$ cat config.mk
export PLATFORM = sky130hd
export DESIGN_NAME = pwm_gate_sequencer
export DESIGN_NICKNAME = d
export VERILOG_FILES = /design/src/rtl/pwm_gate_sequencer_pkg.sv /design/src/rtl/pwm_gate_sequencer_dead_time_leg.sv /design/src/rtl/pwm_gate_sequencer.sv
export SDC_FILE = /design/constraint.sdc
export NUM_CORES = 1
export LEC_CHECK = 0
export CAP_MARGIN = 20
export CORE_MARGIN = 3
export CORE_UTILIZATION = 65
export CTS_BUF_LIST = sky130_fd_sc_hd__clkbuf_8
export DETAILED_ROUTE_END_ITERATION = 10
export MAX_ROUTING_LAYER = met4
export PLACE_DENSITY_LB_ADDON = 0.12
export SYNTH_ARGS = -nofsm -noshare
export SYNTH_HDL_FRONTEND = slang
export SYNTH_SLANG_ARGS = --single-unit
$ cat constraint.sdc
create_clock -name clk -period 3.7 [get_ports clk]
set_input_delay 0.37 -clock clk [delete_from_list [all_inputs] [get_ports clk]]
set_output_delay 0.37 -clock clk [all_outputs]
set_load 0.01 [all_outputs]
$ cat src/rtl/pwm_gate_sequencer_pkg.sv
// Shared definitions for the SPWM gate sequencer: FSM state codes and timing defaults.

package pwm_gate_sequencer_pkg;

  localparam logic [2:0] ST_IDLE    = 3'd0;
  localparam logic [2:0] ST_BOOT    = 3'd1;
  localparam logic [2:0] ST_RAMP_UP = 3'd2;
  localparam logic [2:0] ST_RUN     = 3'd3;
  localparam logic [2:0] ST_RAMP_DN = 3'd4;
  localparam logic [2:0] ST_FAULT   = 3'd5;

  localparam int unsigned DEAD_CYCLES_DEF = 50;
  localparam int unsigned BOOT_CYCLES_DEF = 5000;

  // Legs switch with the comparators only while the inverter is modulating.
  function automatic logic leg_active(input logic [2:0] st);
    return (st == ST_RAMP_UP) || (st == ST_RUN) || (st == ST_RAMP_DN);
  endfunction

endpackage

$ cat src/rtl/pwm_gate_sequencer_dead_time_leg.sv
// One complementary inverter leg: follows raw through a dead-time interval, never both sides on.

module dead_time_leg #(
  parameter int unsigned DT_W        = 8,
  parameter int unsigned DEAD_CYCLES = 50
) (
  input  logic clk,
  input  logic rst_n,
  input  logic i_en,
  input  logic i_force_low,
  input  logic i_raw,
  output logic o_hi,
  output logic o_lo
);

  localparam logic [DT_W-1:0] DeadLoad = DT_W'(DEAD_CYCLES);

  logic [DT_W-1:0] r_cnt;
  logic            r_raw;
  logic            r_en;
  logic            r_hi;
  logic            r_lo;
  logic            w_restart;

  // A fresh enable counts as an edge so a leg never turns on without dead time.
  assign w_restart = ~r_en | (i_raw ^ r_raw);

  always_ff @(posedge clk or negedge rst_n) begin
    if (!rst_n) begin
      r_cnt <= '0;
      r_raw <= 1'b0;
      r_en  <= 1'b0;
      r_hi  <= 1'b0;
      r_lo  <= 1'b0;
    end else begin
      r_raw <= i_raw;
      r_en  <= i_en;
      if (!i_en) begin
        r_cnt <= '0;
        r_hi  <= 1'b0;
        r_lo  <= i_force_low;
      end else if (w_restart) begin
        r_cnt <= DeadLoad;
        r_hi  <= 1'b0;
        r_lo  <= 1'b0;
      end else if (r_cnt != '0) begin
        r_cnt <= r_cnt - 1'b1;
        r_hi  <= 1'b0;
        r_lo  <= 1'b0;
      end else begin
        r_hi  <= i_raw;
        r_lo  <= ~i_raw;
      end
    end
  end

  assign o_hi = r_hi;
  assign o_lo = r_lo;

endmodule

$ cat src/rtl/pwm_gate_sequencer.sv
// 3-phase SPWM gate sequencer: bootstrap, index ramps, run, stop and fault handling.

module pwm_gate_sequencer
  import pwm_gate_sequencer_pkg::*;
#(
  parameter int unsigned MOD_W       = 8,
  parameter int unsigned MOD_MAX     = 255,
  parameter int unsigned RAMP_STEP   = 1,
  parameter int unsigned DT_W        = 8,
  parameter int unsigned DEAD_CYCLES = DEAD_CYCLES_DEF,
  parameter int unsigned BOOT_W      = 16,
  parameter int unsigned BOOT_CYCLES = BOOT_CYCLES_DEF
) (
  input  logic             clk,
  input  logic             rst_n,
  input  logic             i_enable,
  input  logic             i_fault_in,
  input  logic             i_clear_fault,
  input  logic             i_carrier_peak,
  input  logic             i_raw_a,
  input  logic             i_raw_b,
  input  logic             i_raw_c,
  output logic [MOD_W-1:0] o_mod_index,
  output logic             o_va,
  output logic             o_van,
  output logic             o_vb,
  output logic             o_vbn,
  output logic             o_vc,
  output logic             o_vcn,
  output logic [2:0]       o_state,
  output logic             o_fault_latched
);

  localparam logic [MOD_W:0]    ModMaxW  = (MOD_W+1)'(MOD_MAX);
  localparam logic [MOD_W:0]    StepW    = (MOD_W+1)'(RAMP_STEP);
  localparam logic [BOOT_W-1:0] BootLast = BOOT_W'(BOOT_CYCLES - 1);

  logic [2:0]       r_state, w_state_nxt;
  logic [MOD_W-1:0] r_mod, w_mod_nxt;
  logic [BOOT_W-1:0] r_boot, w_boot_nxt;
  logic [MOD_W:0]   w_sum, w_up_sat;
  logic [MOD_W-1:0] w_mod_up, w_mod_dn, w_mod_max;
  logic             w_leg_en, w_boot_low;

  assign w_sum     = {1'b0, r_mod} + StepW;
  assign w_up_sat  = (w_sum > ModMaxW) ? ModMaxW : w_sum;
  assign w_mod_max = ModMaxW[MOD_W-1:0];
  assign w_mod_up  = i_carrier_peak ? w_up_sat[MOD_W-1:0] : r_mod;
  assign w_mod_dn  = !i_carrier_peak ? r_mod :
                     ({1'b0, r_mod} >= StepW) ? (r_mod - StepW[MOD_W-1:0]) : '0;

  // Enable/fault driven transitions suppress the index update on a coincident peak.
  always_comb begin
    w_state_nxt = r_state;
    w_mod_nxt   = r_mod;
    w_boot_nxt  = r_boot;
    if (i_fault_in) begin
      w_state_nxt = ST_FAULT;
      w_mod_nxt   = '0;
      w_boot_nxt  = '0;
    end else begin
      case (r_state)
        ST_IDLE: begin
          if (i_enable) begin
            w_state_nxt = ST_BOOT;
            w_boot_nxt  = '0;
          end
        end
        ST_BOOT: begin
          if (!i_enable) begin
            w_state_nxt = ST_IDLE;
            w_boot_nxt  = '0;
          end else if (r_boot == BootLast) begin
            w_state_nxt = ST_RAMP_UP;
            w_boot_nxt  = '0;
          end else begin
            w_boot_nxt  = r_boot + 1'b1;
          end
        end
        ST_RAMP_UP: begin
          if (!i_enable) begin
            w_state_nxt = ST_RAMP_DN;
          end else begin
            w_mod_nxt = w_mod_up;
            if (w_mod_up == w_mod_max) w_state_nxt = ST_RUN;
          end
        end
        ST_RUN: begin
          w_mod_nxt = w_mod_max;
          if (!i_enable) w_state_nxt = ST_RAMP_DN;
        end
        ST_RAMP_DN: begin
          if (i_enable) begin
            w_state_nxt = ST_RAMP_UP;
          end else begin
            w_mod_nxt = w_mod_dn;
            if (w_mod_dn == '0) w_state_nxt = ST_IDLE;
          end
        end
        ST_FAULT: begin
          if (i_clear_fault) w_state_nxt = ST_IDLE;
        end
        default: begin
          w_state_nxt = ST_IDLE;
          w_mod_nxt   = '0;
          w_boot_nxt  = '0;
        end
      endcase
    end
  end

  always_ff @(posedge clk or negedge rst_n) begin
    if (!rst_n) begin
      r_state <= ST_IDLE;
      r_mod   <= '0;
      r_boot  <= '0;
    end else begin
      r_state <= w_state_nxt;
      r_mod   <= w_mod_nxt;
      r_boot  <= w_boot_nxt;
    end
  end

  // Fault gates the legs combinationally so the gates drop on the entry edge itself.
  assign w_leg_en   = ~i_fault_in & leg_active(r_state);
  assign w_boot_low = ~i_fault_in & (r_state == ST_BOOT);

  dead_time_leg #(.DT_W(DT_W), .DEAD_CYCLES(DEAD_CYCLES)) u_leg_a (
    .clk        (clk),
    .rst_n      (rst_n),
    .i_en       (w_leg_en),
    .i_force_low(w_boot_low),
    .i_raw      (i_raw_a),
    .o_hi       (o_va),
    .o_lo       (o_van)
  );

  dead_time_leg #(.DT_W(DT_W), .DEAD_CYCLES(DEAD_CYCLES)) u_leg_b (
    .clk        (clk),
    .rst_n      (rst_n),
    .i_en       (w_leg_en),
    .i_force_low(w_boot_low),
    .i_raw      (i_raw_b),
    .o_hi       (o_vb),
    .o_lo       (o_vbn)
  );

  dead_time_leg #(.DT_W(DT_W), .DEAD_CYCLES(DEAD_CYCLES)) u_leg_c (
    .clk        (clk),
    .rst_n      (rst_n),
    .i_en       (w_leg_en),
    .i_force_low(w_boot_low),
    .i_raw      (i_raw_c),
    .o_hi       (o_vc),
    .o_lo       (o_vcn)
  );

  assign o_mod_index     = r_mod;
  assign o_state         = r_state;
  assign o_fault_latched = (r_state == ST_FAULT);

endmodule

# ---- Yosys cells after proc, flatten, opt, wreduce, memory -nomap -nowiden
# Index checks and enable logic that the tools add are counted.
dict set report totals {
  register_bits 61
  output_inout_bits 18
  elab_cells 120
}
dict set report op_classes {
  addsub 6
  magnitude_cmp 2
  n_eq_ne 20
  mux 51
  n_bitwise 13
  reduce_logical 12
}
# operator n
set op_table {}
lappend op_table {{8-bit 2-to-1 mux} 16}
lappend op_table {{16-bit 2-to-1 mux} 4}
lappend op_table {{16-bit case mux with 3 select lines} 1}
lappend op_table {{8-bit case mux with 4 select lines} 1}
lappend op_table {{8-bit by 1-bit subtractor with 8-bit output (second input constant)} 4}
lappend op_table {{3-bit 2-to-1 mux} 10}
lappend op_table {{8-bit nonzero test} 3}
lappend op_table {{1-bit 2-to-1 mux} 18}
lappend op_table {{3-bit inequality test (second input constant)} 6}
lappend op_table {{3-bit case mux with 6 select lines} 1}
lappend op_table {{16-bit by 1-bit adder with 16-bit output (second input constant)} 1}
lappend op_table {{16-bit by 13-bit == test with 1-bit output (second input constant)} 1}
lappend op_table {{4-bit inequality test (second input constant)} 3}
lappend op_table {{8-bit by 1-bit adder with 9-bit output (second input constant)} 1}
lappend op_table {{9-bit by 8-bit > comparator with 1-bit output (second input constant)} 1}
lappend op_table {{8-bit == test (second input constant)} 1}
lappend op_table {{8-bit by 1-bit >= comparator with 1-bit output (second input constant)} 1}
lappend op_table {{8-bit logical NOT} 1}
lappend op_table {{3-bit by 2-bit == test with 1-bit output (second input constant)} 2}
lappend op_table {{3-bit == test (second input constant)} 2}
lappend op_table {{3-bit by 1-bit inequality test with 1-bit output (second input constant)} 2}
lappend op_table {{6-bit AND reduction} 1}
lappend op_table {{1-bit inverter} 5}
lappend op_table {{2-bit by 1-bit inequality test with 1-bit output (second input constant)} 2}
lappend op_table {{10 further kinds} 16}

# ---- Longest topological paths before layout
# Gate-level depths: netlist of run 1.
dict set report depth {
  ltp_word 9
  ltp_mapped 9
  depth_no_buf 8
}

# ---- Modules after synthesis
# Synthesis of run 1 repeated with hierarchy kept, for this count alone.
dict set report hier_totals {
  hier_cells 420
  hier_area_um2 4012.6
}
# module n_inst cells_per_inst area_per_inst_um2 seq_area_each_um2
set modules_own_cells {}
lappend modules_own_cells {pwm_gate_sequencer 1 255 2165.8 675.6}
lappend modules_own_cells {dead_time_leg 3 55 615.6 300.3}

# ---- Worst setup path before layout of run 1
# Ideal clock, no wire load.
dict set report synth_path {
  path_type {reg2reg}
  startpoint {reg r_mod[0] (netlist: o_mod_index[0])}
  endpoint {reg r_state[2] (netlist: o_state[2])}
  setup_time_ps 126
  t_arrival_ps 2136
  t_required_ps 3574
  setup_slack_ps 1438
  path_stages_with_launch 10
  period_less_slack_ps 2262
  path_cell_list {dfrtp_1 -> buf_4 -> inv_1 -> ha_1 -> and3_1 -> a21oi_1 -> o311ai_0 -> o21ai_1 -> or2_0 -> o32a_1}
}
dict set report synth_via {
  elab_chain_cells 7
}
# element line_no
set synth_rtl {}
lappend synth_rtl {{start, declared} pwm_gate_sequencer.sv:39} ;# logic [MOD_W-1:0] r_mod, w_mod_nxt;
lappend synth_rtl {{start signal, assigned} pwm_gate_sequencer.sv:119} ;# r_mod <= w_mod_nxt;
lappend synth_rtl {{8-bit by 1-bit adder with 9-bit output} pwm_gate_sequencer.sv:45} ;# assign w_sum = {1'b0, r_mod} + StepW;
lappend synth_rtl {{9-bit by 8-bit > comparator with 1-bit output} pwm_gate_sequencer.sv:46} ;# assign w_up_sat = (w_sum > ModMaxW) ? ModMaxW : w_sum;
lappend synth_rtl {{8-bit 2-to-1 mux} pwm_gate_sequencer.sv:46}
lappend synth_rtl {{8-bit 2-to-1 mux} pwm_gate_sequencer.sv:48} ;# assign w_mod_up = i_carrier_peak ? w_up_sat[MOD_W-1:0] : r_mod;
lappend synth_rtl {{8-bit == test} pwm_gate_sequencer.sv:85} ;# if (w_mod_up == w_mod_max) w_state_nxt = ST_RUN;
lappend synth_rtl {{4-bit inequality test (no line)} n/a}
lappend synth_rtl {{6-bit AND reduction (no line) *} n/a}
lappend synth_rtl {{end signal, assigned} pwm_gate_sequencer.sv:118} ;# r_state <= w_state_nxt;
lappend synth_rtl {{end, declared} pwm_gate_sequencer.sv:38} ;# logic [2:0] r_state, w_state_nxt;
# Every way passes the cells marked *; elsewhere a longest branch is shown, timed or not.
# A chain may end at the register's enable or synchronous reset.

# ---- Worst setup path in the final report of run 1
# Ends and elaborated chain as after synthesis.

==> results of run 1 <==
## layout by cell type (no fill, tap or decap), types with 6 or more instances in the layout
cell             count
nand2b_1             7
a211oi_1             6
nor4_1               6
dfrtp_1             61
nand3_1             23
a22o_1               7
a21oi_1             24
o21ai_0             19
and3_1               8
nand2_1             38
clkbuf_8            10
xor2_1              14
and4_1               6
nor2_1              53
inv_1               19
nor3_1              13
ha_1                 8
xnor2_1             15
clkdlybuf4s50_1     25
## sequential cells by signal, summed over array words and instances, names as in the netlist
register / cells
r_boot: 16
o_mod_index: 8
u_leg_a.r_cnt: 8
u_leg_b.r_cnt: 8
u_leg_c.r_cnt: 8
o_state: 3
u_leg_a.o_hi: 1
u_leg_a.o_lo: 1
u_leg_a.r_raw: 1
u_leg_b.o_hi: 1
u_leg_b.o_lo: 1
u_leg_b.r_raw: 1
u_leg_c.o_hi: 1
u_leg_c.o_lo: 1
u_leg_c.r_en: 1
u_leg_c.r_raw: 1
## through the flow
step | instances | total power, uW | setup WS [ps] | cell area (um2) | hold slack [ps]
after detailed placement | 511 | 1604 | 894.4 | 4063 | 453.9
after global placement | 511 | 1585 | 992.6 | 4063 | 449.8
final | 526 | 2271 | 1105 | 4277 | 63.80
after floorplan | 433 | 1413 | 1438 | 3816 | 74.41
after global routing | 526 | 2410 | 856.7 | 4277 | 124.9
after CTS | 526 | 2268 | 1121 | 4277 | 88.64
## cell families (layout without fill, tap and decap cells)
logic type,Yosys count,in the layout,share of synthesized area
buffers and inverters,41,62,0.04754
and+or+nand+nor,191,191,0.2725
adders and majority gates,8,8,0.02623
DFF,61,61,0.4000
xor gates and xnor gates,29,29,0.06656
AOI/OAI and AO/OA,98,98,0.1734
muxes,5,5,0.01377
## how the worst max path moves through the flow
stage	startpoint	endpoint
floorplan	o_mod_index[0]	o_state[2]
detailed placement	i_carrier_peak	o_state[2]
finish	o_mod_index[0]	o_state[2]
global placement	i_carrier_peak	o_state[2]
CTS	o_mod_index[0]	o_state[2]
global route	o_mod_index[0]	o_state[2]
## power groups by stage
stage / Sequential (uW) / Combinational [uW] / Clock [uW]
2_1_floorplan: 799 / 614 / 0
3_3_place_gp: 845 / 740 / 0
3_5_place_dp: 848 / 756 / 0
4_1_cts: 837 / 768 / 662
5_1_grt: 851 / 868 / 690
6_report: 841 / 772 / 658
## worst max-delay path, cell delays in order (launching register included)
cell      delay (ps)
dfrtp_1          660
inv_1            160
ha_1             300
xnor2_1          180
a21oi_1          100
o311ai_0         270
o21ai_1          180
or2_0            280
o32a_1           350
## metal layers
metal	vias to the layer above	wire (um)
met3	14	630
met2	144	4089
li1	1589	-
met1	1575	3879
met5	-	0
met4	0	149
## layout make-up
class	instances	area [um2]	share of cell area
Tap cell	72	90.09	0.02106
Multi-Input combinational cell	331	2108	0.4930
Sequential cell	61	1526	0.3569
Timing Repair Buffer	27	262.8	0.06144
Clock buffer	10	137.6	0.03218
Inverter	20	75.07	0.01755
Clock inverter	5	76.32	0.01785
==> metrics.cfg, run 1 <==
[clock_tree]
clk_latency_ps = 340
postCtsHoldBufs = 0
numClockSinks = 61
cts_buffers = 9
cts_max_level = 3
cts_tree = built
post_cts_resized = 0
cts_setup_buffers = 0
cts_root_buffer = clkbuf_8
clockBufferDepth = 2
path_clk_slew_ps = 70

[global_routing]
met2_usage = 0.4303
grt-ovfl-total = 0
grt_pass1_vias = 3068
gr-usage-met1 = 0.3850
grt_max_degree = 33
grtUsageMet3 = 0.04447
busiest_layer = met2
antenna_found_initial = 0
grt_pass1_wl_um = 14440
groute.usage.overall = 0.2847

[timing]
finalHoldViolCount = 0
setup_viol = 0
relSlewSlack = 0.5306
post-route-min-period_ps = 2595
skew_ps = 11.09
min_period_over_period = 0.7013
rsz0062_at_grt = false
tightest_slew_ps = 701.5
tns_ps = 0
fmax_mhz = 385.4
drv_slew = 0

[pwr]
p_clk_frac = 0.290
vdd_ir_drop_max_mv = 0.3394
power_density_nw_per_um2 = 531.0
comb_power_share = 0.340
p_int_uw = 1439
p_leak_uw = 0.001888
power.switching_uw = 832.0
p_seq_frac = 0.370
swShare = 0.3664

[layout]
n_antenna_cell = 0
syn_to_final_growth_pct = 12.07
finalNetCount = 467
layout-drive-gt1-share = 0.08150
postLayoutCoreUtil = 0.7626
fillers = 396

[logic_synthesis]
yosysTopAreaCell = dfrtp_1
synth_nets = 450
synthCells = 433
synth_common_cells = dfrtp_1, nor2_1, nand2_1
syn-cell-area_um2 = 3816
syn_avg_cell_area_um2 = 8.813
yosysUniqueCellTypes = 74
ys_async_sr_fraction = 1.000
synth_edf_count = 0
ys_ff_latch = 61
yosysWarnings = 0
synth_top_area_share = 0.4000
synth-seq-area-share = 0.4000
synth_ff_type = dfrtp_1
ys_top_cells_by_area = dfrtp_1, nor2_1, nand2_1
synth.most_common_cell = dfrtp_1

[floorplanning]
start_util = 0.6805
rows = 27
fp.coreArea_um2 = 5608
die_w_um = 82.62
top_level_ports = 27
die_y_um = 82.62
die_area_um2 = 6826

[routing]
vias = 3322
via_per_inst = 6.316
wl_um = 8749
dr.pass1.iters = 6
ant_nets = 0
wl_per_cell_um = 16.63
drt_iter0_markers = 243
drc = 0

[setup_path]
endpoint_kind = register
arrival_ps = 2810
rr_worst_depth = 8
startpoint_type = register
crit_required_ps = 3910
r2r_end = o_state[2]
r2r_start = o_mod_index[0]
worst-path-max-fanout = 16
path_class = reg2reg
regToRegSetupSlack_ps = 1110

[place]
place_congestion = 0.9850
hpwl_um = 5983
portBuffers = 26

[job]
cap_viol_max_count = 0

[status]
outcome = finished, final reports clean

[worst_hold_path]
hp-class = in2async

Note: power is estimated with default switching activity, not from simulation.
==> run 2, diff against run 1 <==
- CORE_UTILIZATION: 65 -> 55
- clock period: 3.7 -> 2.1 ns (I/O delays scaled with it)
==> run 2 against run 1 <==
The run now ends with setup timing left; combinational power up 130%; worst setup slack got worse by 1200 ps; total power is 86% higher; die area increased by 17%; hold slack better by 300 ps; cell count up 14%; sequential share of layout area decreased by 4.8 points; critical path type unchanged; critical endpoint is now u_leg_a.r_cnt[3]; largest cell class unchanged.
==> metrics.cfg, run 2 (synthesis gave the netlist of run 1 again) <==
[floorplanning]
rows = 29  ; +7.4%
top_level_ports = 27  ; unchanged
die_area_um2 = 7974  ; +17%
fp.coreArea_um2 = 6531  ; +16%
die_y_um = 89.30  ; +8.1%
start_util = 0.5843  ; -0.09621
die_w_um = 89.30  ; +8.1%

[layout]
stdcell_area_um2 = 4942  ; +16%
n_antenna_cell = 0  ; unchanged
layout_common_cells = buf_4, dfrtp_1, nor2_1
syn_to_final_growth_pct = 29.51
final_common_cell = buf_4
largest_reg_flops = 16  ; unchanged
fillers = 493  ; +24%
regMostFlops = r_boot
layout-drive-gt1-share = 0.2543  ; +0.1728
finalNetCount = 535  ; +15%

[job]
cap_viol_max_count = 0  ; unchanged

[timing]
post-route-min-period_ps = 2156  ; -438.4 ps
skew_ps = 10.15  ; -0.9452 ps
fin_hold_ws_ps = 364.7  ; +300.9 ps
min_period_over_period = 1.027  ; +0.3256
relSlewSlack = 0.6466  ; +0.1160
setup_viol = 6  ; +6
drv_slew = 0  ; unchanged
rsz0062_at_grt = true
finalHoldViolCount = 0  ; unchanged
fmax_mhz = 463.7  ; +20%
tightest_slew_ps = 529.0  ; -172.5 ps
tns_ps = -142.1  ; -142.1 ps
fin_ws_ps = -56.41  ; -1162 ps

[status]
outcome = complete, but fails checks
violations = setup timing

[pwr]
power_density_nw_per_um2 = 855.2  ; +61%
vdd_ir_drop_max_mv = 0.6332  ; +87%
power.switching_uw = 1552  ; +86%
p_int_uw = 2675  ; +86%
swShare = 0.3671  ; +0.0007306
p_seq_frac = 0.331  ; -0.039
comb_power_share = 0.420  ; +0.080
p_clk_frac = 0.249  ; -0.041
p_leak_uw = 0.002246  ; +19%

[setup_path]
worst-path-buf-inv = 2  ; +1
path_class = reg2reg
worst-path-max-fanout = 5  ; -11
slowest_stage = or4_4
max_stage_delay_ps = 430  ; -230 ps
startpoint_type = register
arrival_ps = 2370  ; -440 ps
path_cells = inv_2 -> ha_4 -> or3b_1 -> or2_1 -> or4_4 -> buf_6 -> nand2_2 -> xor2_1 -> nor2_1
cp_top_family = simple AND/OR/NAND/NOR gates
endpoint_kind = register
crit_required_ps = 2320  ; -1590 ps

[place]
portBuffers = 26  ; unchanged
place_congestion = 0.9590  ; -2.6%
place_ws_ps = -184.1  ; -1078 ps
hpwl_um = 6901  ; +15%
dpl-instance-area_um2 = 4574  ; +13%

[clock_tree]
clk_latency_ps = 340  ; about the same
clockBufferDepth = 2  ; unchanged
cts_max_level = 3  ; unchanged
cts_tree = built
cts_root_buffer = clkbuf_8
numClockSinks = 61  ; unchanged
cts_buffers = 9  ; unchanged
path_clk_slew_ps = 70  ; about the same

[global_routing]
antenna_found_initial = 0  ; unchanged
grt_pass1_vias = 3343  ; +9.0%
grt_pass1_wl_um = 15620  ; +8.2%
grt_max_degree = 43  ; +30%
grt-ovfl-total = 0  ; unchanged
groute.usage.overall = 0.2617  ; -0.02297

[routing]
via_per_inst = 5.923  ; -6.2%
drc = 0  ; unchanged
wl_per_cell_um = 15.77  ; -5.2%
met2_length_um = 4541  ; +11%
met3_length_um = 488  ; -23%
ant_nets = 0  ; unchanged
dr.pass1.iters = 5  ; -1
routed.top_layer = met4
vias = 3554  ; +7.0%
met1Wirelength_um = 4296  ; +11%
wl_um = 9461  ; +8.1%
drt_iter0_markers = 270  ; +11%

[worst_hold_path]
hp-class = in2async

==> run 2: cell types whose count changed in the layout (fill, tap and decap cells not counted), sizes merged <==
cell,previous run,this run
buf,2,69
bufinv,2,1
clkinv,1,3
dlygate4sd3,0,1
==> run 2: power by group through the flow <==
stage	clock network, uW	registers (uW)	logic, uW
finish	1050	1400	1770
floorplan	0	1410	1090
CTS	1070	1390	1720
detailed placement	0	1410	1640
global route	1130	1420	1960
global placement	0	1410	1600
==> run 2: routing by layer <==
metal  vias up  GRT usage
met5         -          -
met4         0    0.07172
met3        15    0.04332
met2       111     0.4186
met1      1698     0.3454
li1       1730          -
==> run 2: worst paths after layout <==
| path | to | slack [ps] | depth (start not counted) | start |
|---|---|---|---|---|
| max | u_leg_a.r_cnt[3] | -60 | 9 | u_leg_a.r_cnt[0] |
| max reg2reg | u_leg_a.r_cnt[3] | -60 | 9 | u_leg_a.r_cnt[0] |
| min | u_leg_b.r_cnt[1] | 360 | 2 | rst_n |
| max in group asynchronous | o_mod_index[1] | 1130 | 3 | rst_n |
| min in group clk | u_leg_c.r_raw | 430 | 1 | i_raw_c |
| min reg2reg | r_boot[1] | 540 | 1 | r_boot[1] |
==> run 2: worst register-to-register path, stage by stage (launching register included) <==
cell and delay, ps:
dfrtp_1 390, inv_2 80, ha_4 130, or3b_1 360, or2_1 260, or4_4 430
buf_6 150, nand2_2 50, xor2_1 140, nor2_1 50
==> run 2: stage by stage <==
| stage | util | power [uW] | cells |
|---|---|---|---|
| floorplan | - | 2501 | 433 |
| detailed placement | 0.7004 | 3053 | 575 |
| global route | 0.7567 | 4502 | 600 |
| CTS | 0.7444 | 4186 | 598 |
| global placement | 0.7004 | 3012 | 575 |
| finish | 0.7567 | 4227 | 600 |
==> run 2: layout make-up <==
| type | instances | area (um2) | area share |
|---|---|---|---|
| multi-input cells | 331 | 2247 | 0.4547 |
| flip-flops and latches | 61 | 1529 | 0.3094 |
| repair buffers | 95 | 793.3 | 0.1605 |
| clock buffers | 10 | 137.6 | 0.02785 |
| well taps | 77 | 96.34 | 0.01949 |
| inverters | 20 | 77.57 | 0.01570 |
| clock inverters | 6 | 61.31 | 0.01241 |
==> run 2: what timing repair did <==
action / 4_1_cts / 5_1_grt
hold endpoints to repair: 19 / 0
setup buffers: 5 / 2
hold buffers: 1 / 0
setup endpoints to repair: 18 / 17
cloned: 1 / 0
pin swaps: 4 / 9
gates resized for setup: 11 / 16
==> run 3, diff against run 2 <==
- CORE_UTILIZATION: 55 -> 30
==> run 3 against run 2 <==
The flow still finishes with violations (setup timing); design area is 3.0% higher; critical endpoint unchanged; non-clock buffer count is 14 higher; worst setup slack better by 17 ps; die area is 77% higher; core utilization is 34 points lower; hold slack worse by 13 ps; global-route usage is 11 points lower.
==> metrics.cfg, run 3 (synthesis gave the netlist of run 1 again) <==
[status]
outcome = complete, but fails checks
violations = setup timing

[floorplanning]
die_area_um2 = 14110  ; +77%
start_util = 0.3125  ; -0.2718
die_w_um = 118.8  ; +33%
die_y_um = 118.8  ; +33%
fp.coreArea_um2 = 12210  ; +87%
top_level_ports = 27  ; unchanged
rows = 40  ; +38%

[global_routing]
groute.usage.overall = 0.1555  ; -0.1062
grt_pass1_wl_um = 17340  ; +11%
grt-ovfl-total = 0  ; unchanged
grt_pass1_vias = 3476  ; +4.0%
grt_max_degree = 46  ; +7.0%
antenna_found_initial = 0  ; unchanged

[clock_tree]
cts_buffers = 9  ; unchanged
cts_tree = built
cts_root_buffer = clkbuf_8
cts_max_level = 3  ; unchanged
numClockSinks = 61  ; unchanged
path_clk_slew_ps = 60  ; about the same
clockBufferDepth = 2  ; unchanged
clk_latency_ps = 350  ; about the same

[routing]
wl_per_cell_um = 14.31  ; -9.3%
drc = 0  ; unchanged
drt_iter0_markers = 216  ; -20%
wl_um = 10060  ; +6.3%
via_per_inst = 4.892  ; -17%
ant_nets = 0  ; unchanged
dr.pass1.iters = 4  ; -1
vias = 3439  ; -3.2%

[layout]
regMostFlops = r_boot
largest_reg_flops = 16  ; unchanged
n_antenna_cell = 0  ; unchanged
stdcell_area_um2 = 5092  ; +3.0%
finalNetCount = 549  ; +2.6%
final_common_cell = buf_4
layout.area.seq_um2 = 1530  ; about the same
layout_common_cells = buf_4, dfrtp_1, nor2_1
syn_to_final_growth_pct = 33.44
fillers = 1234  ; +150%
layout-drive-gt1-share = 0.2542  ; about the same
multi_input_area_um2 = 2211  ; -1.6%

[setup_path]
slowest_stage = or4_4
crit_required_ps = 2330  ; about the same
startpoint_type = register
endpoint_kind = register
r2r_end = u_leg_a.r_cnt[3]
arrival_ps = 2370  ; about the same
setup.worst_path.end = u_leg_a.r_cnt[3]
path_class = reg2reg
worst-path-max-fanout = 5  ; unchanged
path_cells = inv_1 -> ha_2 -> or3b_1 -> or2_1 -> or4_4 -> buf_6 -> nand2_2 -> xor2_1 -> nor2_1
r2r_start = u_leg_a.r_cnt[1]
critPathLaunch = u_leg_a.r_cnt[1]
rr_worst_depth = 9  ; unchanged
regToRegSetupSlack_ps = -40  ; +20 ps
max_stage_delay_ps = 430  ; about the same

[timing]
rsz0062_at_grt = true
relSlewSlack = 0.6474  ; +0.0008110
finalHoldViolCount = 0  ; unchanged
skew_ps = 8.447  ; -1.700 ps
fin_hold_ws_ps = 352.2  ; -12.55 ps
post-route-min-period_ps = 2139  ; -17.34 ps
setup_viol = 1  ; -5
fmax_mhz = 467.5  ; +0.81%
drv_slew = 0  ; unchanged
tns_ps = -39.07  ; +103.1 ps
fin_ws_ps = -39.07  ; +17.34 ps
tightest_slew_ps = 524.8  ; -4.167 ps
min_period_over_period = 1.019  ; -0.008255

[place]
place_congestion = 0.8635  ; -10%
dpl-instance-area_um2 = 4823  ; +5.4%
portBuffers = 26  ; unchanged
place_ws_ps = -193.3  ; -9.257 ps
hpwl_um = 7447  ; +7.9%

[worst_hold_path]
hp-class = in2async

[pwr]
p_leak_uw = 0.002300  ; +2.4%
vdd_ir_drop_max_mv = 0.4144  ; -35%
power_density_nw_per_um2 = 802.3  ; -6.2%

[job]
cap_viol_max_count = 0  ; unchanged

[run 3: worst min path at each step]
stage                     start             end  slack [ps]  cells past startpoint
after floorplan           rst_n  o_mod_index[0]         -90                      0
final                     rst_n       r_boot[8]         350                      2
after CTS                 rst_n  o_mod_index[2]         340                      2
after detailed placement  rst_n       r_boot[8]         190                      1
after global placement    rst_n       r_boot[8]         190                      1
after global routing      rst_n       r_boot[8]         370                      2
[run 3: worst max-delay path, delay by kind of cell (launching register included)]
kind / cells / cell delay (ps)
flops: 1 / 380
buf+inv: 2 / 210
fa+ha+maj: 1 / 160
xor+xnor: 1 / 150
simple gates: 5 / 1110
[run 3: cell type report]
class                      count  share of cell area
clock buffer                  11             0.02973
clock inverter                 3            0.002703
inverter                      20             0.01523
multi-input combinational    331              0.4342
sequential                    61              0.3005
tap                          168             0.04128
timing repair buffer         109              0.1764
[run 3: report_power, final]
part / total (uW) / internal [uW] / switching (uW)
clock network: 913 / 470 / 443
registers: 1400 / 1280 / 113
logic: 1770 / 833 / 942
total: 4090 / 2590 / 1500
[run 3: metal layers]
metal  share of wire  routed length, um  vias up  GRT usage
li1                -                  -     1751          -
met1            0.50               5035     1618     0.2103
met2            0.45               4518       56     0.2242
met3           0.035                348       14    0.03923
met4           0.016                157        0    0.05865
met5               0                  0        -          -
[run 3: stage by stage]
step	total power, uW	cells	util
finish	4086	703	0.4170
global route	4413	703	0.4170
CTS	4146	702	0.4152
detailed placement	3124	684	0.3950
global placement	3123	684	0.3950
floorplan	2501	433	-
[run 3: timing repair]
item                                    in CTS  in global routing
pin swaps                                    1                  1
buffers inserted                             2                  1
gates resized for setup                     13                  5
cloned                                       1                  0
endpoints found under the setup margin      17                 20
endpoints found under the hold margin       16                  0
hold buffers                                 1                  0
